File: src/rtl/hazard_stall_ctrl.sv
// ============================================================================
// Module   : hazard_stall_ctrl
// Purpose  : Stall/flush/hold generator for the 5-stage pipeline.
//            Optional counters enabled by macro HAZARD_PERF_CNT_EN.
// Revision : 1.0
// ============================================================================
`default_nettype none

module hazard_stall_ctrl #(
    parameter int REG_W = 4,
    parameter int CNT_W = 16
) (
    input  logic             clk,
    input  logic             rst,
    input  logic [REG_W-1:0] IFID_Rs,
    input  logic [REG_W-1:0] IFID_Rt,
    input  logic             ID_UsesRs,
    input  logic             ID_UsesRt,
    input  logic             ID_IsStore,
    input  logic             ID_BranchReg,
    input  logic             ID_BranchTaken,
    input  logic             ID_Halt,
    input  logic             IDEX_MemRead,
    input  logic             IDEX_RegWrite,
    input  logic [REG_W-1:0] IDEX_Rd,
    input  logic             EXMem_MemRead,
    input  logic [REG_W-1:0] EXMem_Rd,
    input  logic             MemWB_Halt,
    input  logic             IMem_Busy,
    input  logic             DMem_Busy,
    output logic             PC_Write,
    output logic             IFID_Write,
    output logic             IFID_Flush,
    output logic             IDEX_Bubble,
    output logic             Pipe_Hold,
    output logic             Halted,
    output logic [CNT_W-1:0] Stall_Cnt,
    output logic [CNT_W-1:0] Flush_Cnt
);

    typedef enum logic [1:0] {
        S_RUN     = 2'd0,
        S_DWAIT   = 2'd1,
        S_HALTING = 2'd2,
        S_HALTED  = 2'd3
    } state_t;

    state_t state_q, state_d;
    logic   ret_halt_q, ret_halt_d;   // DWAIT returns to HALTING when set

    logic w_lu, w_br, w_stall, w_eff_halting;
    logic w_pc_w, w_ifid_w, w_flush, w_bubble, w_hold, w_halted;

    always_comb begin
        w_lu = IDEX_MemRead && (IDEX_Rd != '0) &&
               ((ID_UsesRs && (IDEX_Rd == IFID_Rs)) ||
                (ID_UsesRt && !ID_IsStore && (IDEX_Rd == IFID_Rt)));
        w_br = ID_BranchReg && (IFID_Rs != '0) &&
               ((IDEX_RegWrite && (IDEX_Rd == IFID_Rs)) ||
                (EXMem_MemRead && (EXMem_Rd == IFID_Rs)));
        w_stall       = w_lu || w_br;
        w_eff_halting = (state_q == S_HALTING) ||
                        ((state_q == S_DWAIT) && ret_halt_q);
    end

    always_comb begin
        w_pc_w     = 1'b0;
        w_ifid_w   = 1'b0;
        w_flush    = 1'b0;
        w_bubble   = 1'b0;
        w_hold     = 1'b0;
        w_halted   = 1'b0;
        state_d    = state_q;
        ret_halt_d = ret_halt_q;

        if (state_q == S_HALTED) begin
            w_hold   = 1'b1;
            w_halted = 1'b1;
        end else if (DMem_Busy) begin
            w_hold  = 1'b1;
            state_d = S_DWAIT;
            if (state_q != S_DWAIT) begin
                ret_halt_d = (state_q == S_HALTING);
            end
        end else if (w_eff_halting) begin
            w_ifid_w = 1'b1;
            w_flush  = 1'b1;
            state_d  = MemWB_Halt ? S_HALTED : S_HALTING;
        end else begin
            state_d = S_RUN;
            if (w_stall) begin
                w_bubble = 1'b1;
            end else if (IMem_Busy) begin
                w_ifid_w = 1'b1;
                w_flush  = 1'b1;
            end else if (ID_BranchTaken) begin
                w_pc_w   = 1'b1;
                w_ifid_w = 1'b1;
                w_flush  = 1'b1;
            end else begin
                w_pc_w   = 1'b1;
                w_ifid_w = 1'b1;
            end
            // A halt squashed by a taken branch is on the wrong path.
            if (ID_Halt && !w_stall && !ID_BranchTaken) begin
                state_d = S_HALTING;
            end
        end
    end

    always_ff @(posedge clk or posedge rst) begin
        if (rst) begin
            state_q    <= S_RUN;
            ret_halt_q <= 1'b0;
        end else begin
            state_q    <= state_d;
            ret_halt_q <= ret_halt_d;
        end
    end

    assign PC_Write    = !rst && w_pc_w;
    assign IFID_Write  = !rst && w_ifid_w;
    assign IFID_Flush  = !rst && w_flush;
    assign IDEX_Bubble = !rst && w_bubble;
    assign Pipe_Hold   = !rst && w_hold;
    assign Halted      = !rst && w_halted;

`ifdef HAZARD_PERF_CNT_EN
    logic [CNT_W-1:0] stall_cnt_q, stall_cnt_d;
    logic [CNT_W-1:0] flush_cnt_q, flush_cnt_d;

    // PC_Write together with IFID_Flush occurs only for a taken-branch squash.
    always_comb begin
        stall_cnt_d = stall_cnt_q;
        flush_cnt_d = flush_cnt_q;
        if (!w_pc_w && ((state_q == S_RUN) || (state_q == S_DWAIT)) &&
            (stall_cnt_q != '1)) begin
            stall_cnt_d = stall_cnt_q + 1'b1;
        end
        if (w_pc_w && w_flush && (flush_cnt_q != '1)) begin
            flush_cnt_d = flush_cnt_q + 1'b1;
        end
    end

    always_ff @(posedge clk or posedge rst) begin
        if (rst) begin
            stall_cnt_q <= '0;
            flush_cnt_q <= '0;
        end else begin
            stall_cnt_q <= stall_cnt_d;
            flush_cnt_q <= flush_cnt_d;
        end
    end

    assign Stall_Cnt = stall_cnt_q;
    assign Flush_Cnt = flush_cnt_q;
`else
    assign Stall_Cnt = '0;
    assign Flush_Cnt = '0;
`endif

endmodule

`default_nettype wire

File: config.mk
export PLATFORM = sky130hd
export DESIGN_NAME = hazard_stall_ctrl
export DESIGN_NICKNAME = d
export VERILOG_FILES = /design/src/rtl/hazard_stall_ctrl.sv
export SDC_FILE = /design/constraint.sdc
export NUM_CORES = 1
export LEC_CHECK = 0
export BUFFER_PORTS_ARGS = -buffer_cell sky130_fd_sc_hd__buf_2
export CORE_MARGIN = 1
export CORE_UTILIZATION = 37
export CTS_CLUSTER_DIAMETER = 60
export CTS_CLUSTER_SIZE = 12
export DETAILED_ROUTE_END_ITERATION = 10
export PLACE_DENSITY = 0.85
export SLEW_MARGIN = 5
export SYNTH_ARGS = -nofsm -noshare
export SYNTH_HDL_FRONTEND = slang
export SYNTH_SLANG_ARGS = --single-unit
export TNS_END_PERCENT = 1
File: constraint.sdc
create_clock -name clk -period 4.3 [get_ports clk]
set_input_delay 0.86 -clock clk [delete_from_list [all_inputs] [get_ports clk]]
set_output_delay 0.86 -clock clk [all_outputs]
set_load 0.02 [all_outputs]
==> results by group, run 1 <==
Finish
  – Layout cells sized above 1: 0.347
  – # nets final: 149
  – Ant diodes: 0
  – P&R area growth vs syn: 15.4%
  – Fill cell count: 155

Route
  – Wirelength per Cell: 9.49 µm
  – Vias per inst: 4.36
  – Detailed Routing Iterations Pass 1: 7
  – Vias: 584
  – Starting DRT DRC Count: 16
  – Routed Antenna Nets: 0
  – DR DRC count: 14
  – Final WL: 1270 µm

CTS
  – CTS tree: built
  – Post-CTS sizing: 0
  – # hold bufs at CTS: 0
  – Setup bufs post-CTS: 0
  – Clock slew at reported path FFs: 40 ps
  – CTS max path bufs: 2
  – Clock Latency Late Sink: 230 ps
  – Clock sink count: 3
  – CTS buffer count: 3
  – Clock root buffer master: clkbuf_4
  – CTS H-tree lvls: 1

Pwr
  – Leakage Power: ~0.41 nW
  – Cell-internal power: 91.2 µW
  – Seq pwr share: 0.236
  – Clk network pwr share: 0.313
  – Net switching power: approximately 66 µW
  – Power share of the combinational group: 0.451
  – Worst VDD drop: 0.126 mV
  – Switching share of power: 0.418
  – PD cells: 214 nW/µm²

Die
  – Die W: 43.4 µm
  – Die area: roughly 1900 µm²
  – Floorplan row count: 14
  – I/O Pins: 68
  – Initial core utilization: 0.407
  – Die height: 43.4 µm
  – Core box area: approximately 1600 µm²

Logic synthesis
  – Area contributors post-synth: buf_4 (38%), xor2_1 (15%), dfrtp_1 (12%)
  – Most common cell in the synthesized netlist: buf_4
  – Post-synth EDFFs: 0
  – Yosys top cell by area: buf_4
  – Synthesized area per cell: roughly 8 µm²
  – Cell Area, Synth: 634 µm²
  – YS warnings: 0
  – Cell variety after synth: 26
  – Synthesized flop and latch total: 3
  – Sequential element share of the synthesized area: 0.118
  – Ys async rst share: 1.00
  – Synth top area share: 0.379
  – Mapped Cells: 80
  – Top_reg_cell synth: dfrtp_1
  – Synth cell count leaders: buf_4 (32), xor2_1 (11), nand2_1 (5)

Min path
  – Hold Crit Class: in -> async

Timing
  – Worst hold margin: 522 ps
  – Final period util: 0.694
  – Layout Skew: 2.57 ps
  – Max Clk Rate: 335 MHz
  – RSZ-0062 raised after global routing: false
  – Setup Viol. Count Final: 0
  – Tmin final: roughly 3000 ps
  – Total negative setup slack: 0 ps
  – Pins Over Slew Limit: 0
  – Setup ws final: 1320 ps
  – Final Hold Viols: 0

Status
  – Failing checks: DRC
  – Outcome: complete, but fails checks

Setup path
  – Critical path peak fanout: 5
  – Endpoint type of the worst setup path: primary output
  – Worst path max stage delay: 320 ps
  – Worst Path Required: 3440 ps
  – Worst Setup Start Kind: input pin
  – CP arrival: 2120 ps
  – Slowest-stage cell, CP: nor4_2
  – Worst Path Class, Setup: in -> out
  – Cells along the critical path: buf_2 -> xor2_1 -> nor4_2 -> a22oi_1 -> o22ai_2 -> and2b_1 -> buf_2
  – Most frequent CP cell: buf_2

Run
  – MaxCap Viol Count: 0

Place
  – DP Worst Slack: about 1300 ps
  – RePlAce Congestion: 0.764
  – Final HPWL DP: 1130 µm
  – # port buffers: 35

Global route
  – First-pass GRT wire length: 1770 µm
  – Initial antenna violation count: 0
  – Largest net degree at the start of global routing: 8
  – Vias in the first global route: 463
  – Total GRT Usage: 0.126
  – Grt total ovfl: 0
path summary, 6_finish.rpt:
kind,startpoint,end,slack [ps],depth (start not counted)
max reg2reg,state_q[0],ret_halt_q,3260,2
min,rst,state_q[1],520,2
max in group asynchronous,rst,state_q[0],3620,2
min reg2reg,ret_halt_q,ret_halt_q,530,1
max,IDEX_Rd[1],IDEX_Bubble,1320,7
min in group clk,ret_halt_q,ret_halt_q,530,1
cell families after synthesis:
group,after synthesis,synth area share
buffers and inverters,33,0.385
and+or+nand+nor,17,0.150
AOI/OAI and AO/OA,12,0.140
xor gates and xnor gates,12,0.166
DFF,3,0.118
muxes,2,0.0355
other,1,0.00591
flip-flops by register name, indices dropped and copies added, names as in the netlist:
| register | flops |
|---|---|
| state_q | 2 |
| ret_halt_q | 1 |
per-stage QoR:
step	power, mW	util	std cells	area, µm²
finish	0.157	0.470	134	732
global route	0.171	0.470	134	732
CTS	0.160	0.470	134	732
detailed placement	0.108	0.453	130	706
global placement	0.106	0.453	130	706
floorplan	0.107	-	111	751
critical path: cells and delay by family:
kind,cells,cell delay (ps)
xor gates and xnor gates,1,160
and+or+nand+nor,2,470
buffers and inverters,2,280
AOI/OAI and AO/OA,2,350
final cells by class:
cell class	instances	area, µm²	share of cell area
multi-input cells	75	432	0.590
repair buffers	35	175	0.239
flip-flops and latches	3	75.1	0.103
clock buffers	4	26.3	0.0359
well taps	16	20.0	0.0274
inverters	1	3.75	0.00513
cell usage in the layout, fill, tap and decap left out, types with 2 or more instances in the layout:
| cell | instances |
|---|---|
| nor3_1 | 3 |
| nor2_1 | 3 |
| clkbuf_4 | 3 |
| o41ai_1 | 2 |
| xor2_1 | 11 |
| conb_1 | 32 |
| nand2_1 | 5 |
| a21oi_1 | 3 |
| buf_2 | 35 |
| dfrtp_1 | 3 |
metal layers:
layer | up-vias | wire, µm | GRT usage
li1 | 286 | - | -
met1 | 261 | 441 | 0.119
met2 | 35 | 692 | 0.248
met3 | 2 | 130 | 0.0333
met4 | 0 | 8 | 0.0563
met5 | - | 0 | 0
power groups by stage:
stage / registers, mW / logic, mW / clock network (mW)
after floorplan: 0.0362 / 0.0704 / 0
after global placement: 0.0371 / 0.0686 / 0
after detailed placement: 0.0373 / 0.0706 / 0
after CTS: 0.0370 / 0.0708 / 0.0518
after global routing: 0.0380 / 0.0781 / 0.0546
final: 0.0370 / 0.0707 / 0.0491
Power figures use the tool's default switching activity.
==> run 2, diff against run 1 <==
- CORE_UTILIZATION: 37 -> 31
- PLACE_DENSITY: 0.85 -> 0.76
- clock period: 4.3 -> 2.55 ns (I/O delays scaled with it)
==> run 2 against run 1 <==
Against the previous run: the flow now finishes without violations; die area grew 18%; combinational power grew 71%; utilization shrank 6.1 points; final cell count grew 6.7%; largest cell class unchanged; design area grew 1.5%; non-clock buffer count is the same.
==> results by group, run 2 (synthesis gave the netlist of run 1 again) <==
Finish
  – Most common cell after layout, fill and taps aside: buf_2
  – P&R area growth vs syn: 17.2%
  – # nets final: 149 (unchanged)
  – Biggest regs: state_q: 2 flops, ret_halt_q: 1 flops
  – Largest register FFs: 2 (unchanged)
  – Fin util: 0.408 (-0.0613)
  – Layout cells sized above 1: 0.347 (unchanged)
  – Ant diodes: 0 (unchanged)
  – Commonest cells after routing, fill and taps aside: buf_2 (35), conb_1 (32), xor2_1 (11), nand2_1 (5)
  – Fill cell count: 201 (+30%)
  – Top reg by flops: state_q

Global route
  – Largest net degree at the start of global routing: 8 (unchanged)
  – Total GRT Usage: 0.121 (-0.00438)
  – Vias in the first global route: 494 (+6.7%)
  – Initial antenna violation count: 0 (unchanged)
  – First-pass GRT wire length: 1860 µm (+5.1%)
  – Grt total ovfl: 0 (unchanged)

Place
  – DP Worst Slack: 221 ps (-1080 ps)
  – RePlAce Congestion: 0.699 (-8.6%)
  – # port buffers: 35 (unchanged)
  – Final HPWL DP: 1190 µm (+6.0%)

Route
  – Routed Antenna Nets: 0 (unchanged)
  – Met1 WL: 496 µm (+12%)
  – Met2 WL: 762 µm (+10%)
  – DR DRC count: 0 (-14)
  – Met3 routed WL: 114 µm (-12%)
  – Starting DRT DRC Count: 4 (-12)
  – Final WL: 1370 µm (+8.0%)
  – Wirelength per Cell: 9.61 µm (+1.2%)
  – Max Used Layer: met3
  – Vias per inst: 4.10 (-5.8%)
  – Detailed Routing Iterations Pass 1: 2 (-5)
  – Vias: 587 (+0.51%)

Run
  – MaxCap Viol Count: 0 (unchanged)

Timing
  – Total negative setup slack: 0 ps (unchanged)
  – Setup ws final: 237 ps (-1080 ps)
  – Tmin final: between 2000 and 2500 ps
  – Max Clk Rate: 432 MHz
  – Setup Viol. Count Final: 0 (unchanged)
  – Layout Skew: 1.39 ps (-1.19 ps)
  – Final Hold Viols: 0 (unchanged)
  – Pins Over Slew Limit: 0 (unchanged)
  – Final period util: 0.907
  – RSZ-0062 raised after global routing: false

CTS
  – CTS tree: built
  – CTS buffer count: 3 (unchanged)
  – Post-CTS sizing: 0 (unchanged)
  – Clock root buffer master: clkbuf_4
  – Clock slew at reported path FFs: 40 ps (about the same)
  – Clock sink count: 3 (unchanged)
  – CTS H-tree lvls: 1 (unchanged)
  – Clock Latency Late Sink: 230 ps (about the same)
  – CTS max path bufs: 2 (unchanged)
  – Setup bufs post-CTS: 0 (unchanged)
  – # hold bufs at CTS: 0 (unchanged)

Setup path
  – Worst setup startpoint: IDEX_Rd[1]
  – Worst Path Required: 2040 ps (-1400 ps)
  – Critical path peak fanout: 5 (unchanged)
  – Endpoint type of the worst setup path: primary output
  – Worst Setup Start Kind: input pin
  – Worst Path Class, Setup: in -> out
  – CP arrival: 1800 ps (-320 ps)
  – RR Startpoint: state_q[0]

Pwr
  – Worst VDD drop: 0.215 mV (+70%)
  – PD cells: 357 nW/µm² (+66%)
  – Overall Power: 265 µW (+69%)
  – Leakage Power: 0.412 nW (unchanged)

Die
  – Core box area: 1820 µm² (+17%)
  – Initial core utilization: 0.348 (-0.0584)
  – Die area: 2230 µm² (+18%)
  – Die W: 47.2 µm (+8.8%)
  – I/O Pins: 68 (unchanged)
  – Die height: 47.2 µm (+8.8%)
  – Floorplan row count: 15 (+1)

Status
  – Outcome: completed

Min path
  – Hold Crit Class: in -> async
run 2: area by class of cell:
type,instances,area [µm²],area share
Multi-Input combinational cell,75,432,0.581
Timing Repair Buffer,35,175,0.236
Sequential cell,3,75.1,0.101
Tap cell,25,31.3,0.0421
Clock buffer,4,26.3,0.0354
Inverter,1,3.75,0.00505
run 2: path summary, 6_finish.rpt:
check                               to  slack, ps  depth (start not counted)
hold reg to reg             ret_halt_q        550                          1
hold / removal              state_q[1]        180                          2
setup reg to reg            ret_halt_q       1490                          2
setup / recovery           IDEX_Bubble        240                          7
max in group asynchronous   ret_halt_q       2220                          2
min in group clk            state_q[0]        540                          3
run 2: where the power goes:
part | internal, mW | switching [mW]
clock network | 0.0585 | 0.0230
logic | 0.0392 | 0.0813
registers | 0.0561 | 0.00703
run 2: worst max-delay path, stage by stage:
cell     delay (ps)
buf_2           120
xor2_1          180
nor4_2          330
a22oi_1         150
o22ai_2         200
and2b_1         150
buf_2           150
run 2: layer usage:
layer | global-route usage | up-vias
met5 | 0 | -
met4 | 0.0686 | 0
met3 | 0.0192 | 0
met2 | 0.252 | 40
met1 | 0.105 | 261
li1 | - | 286
run 2: stage by stage:
step,hold slack (ps),cells,area (µm²)
4_1_cts,173,143,743
5_1_grt,172,143,743
2_1_floorplan,277,111,751
3_5_place_dp,423,139,717
3_3_place_gp,420,139,717
6_report,179,143,743
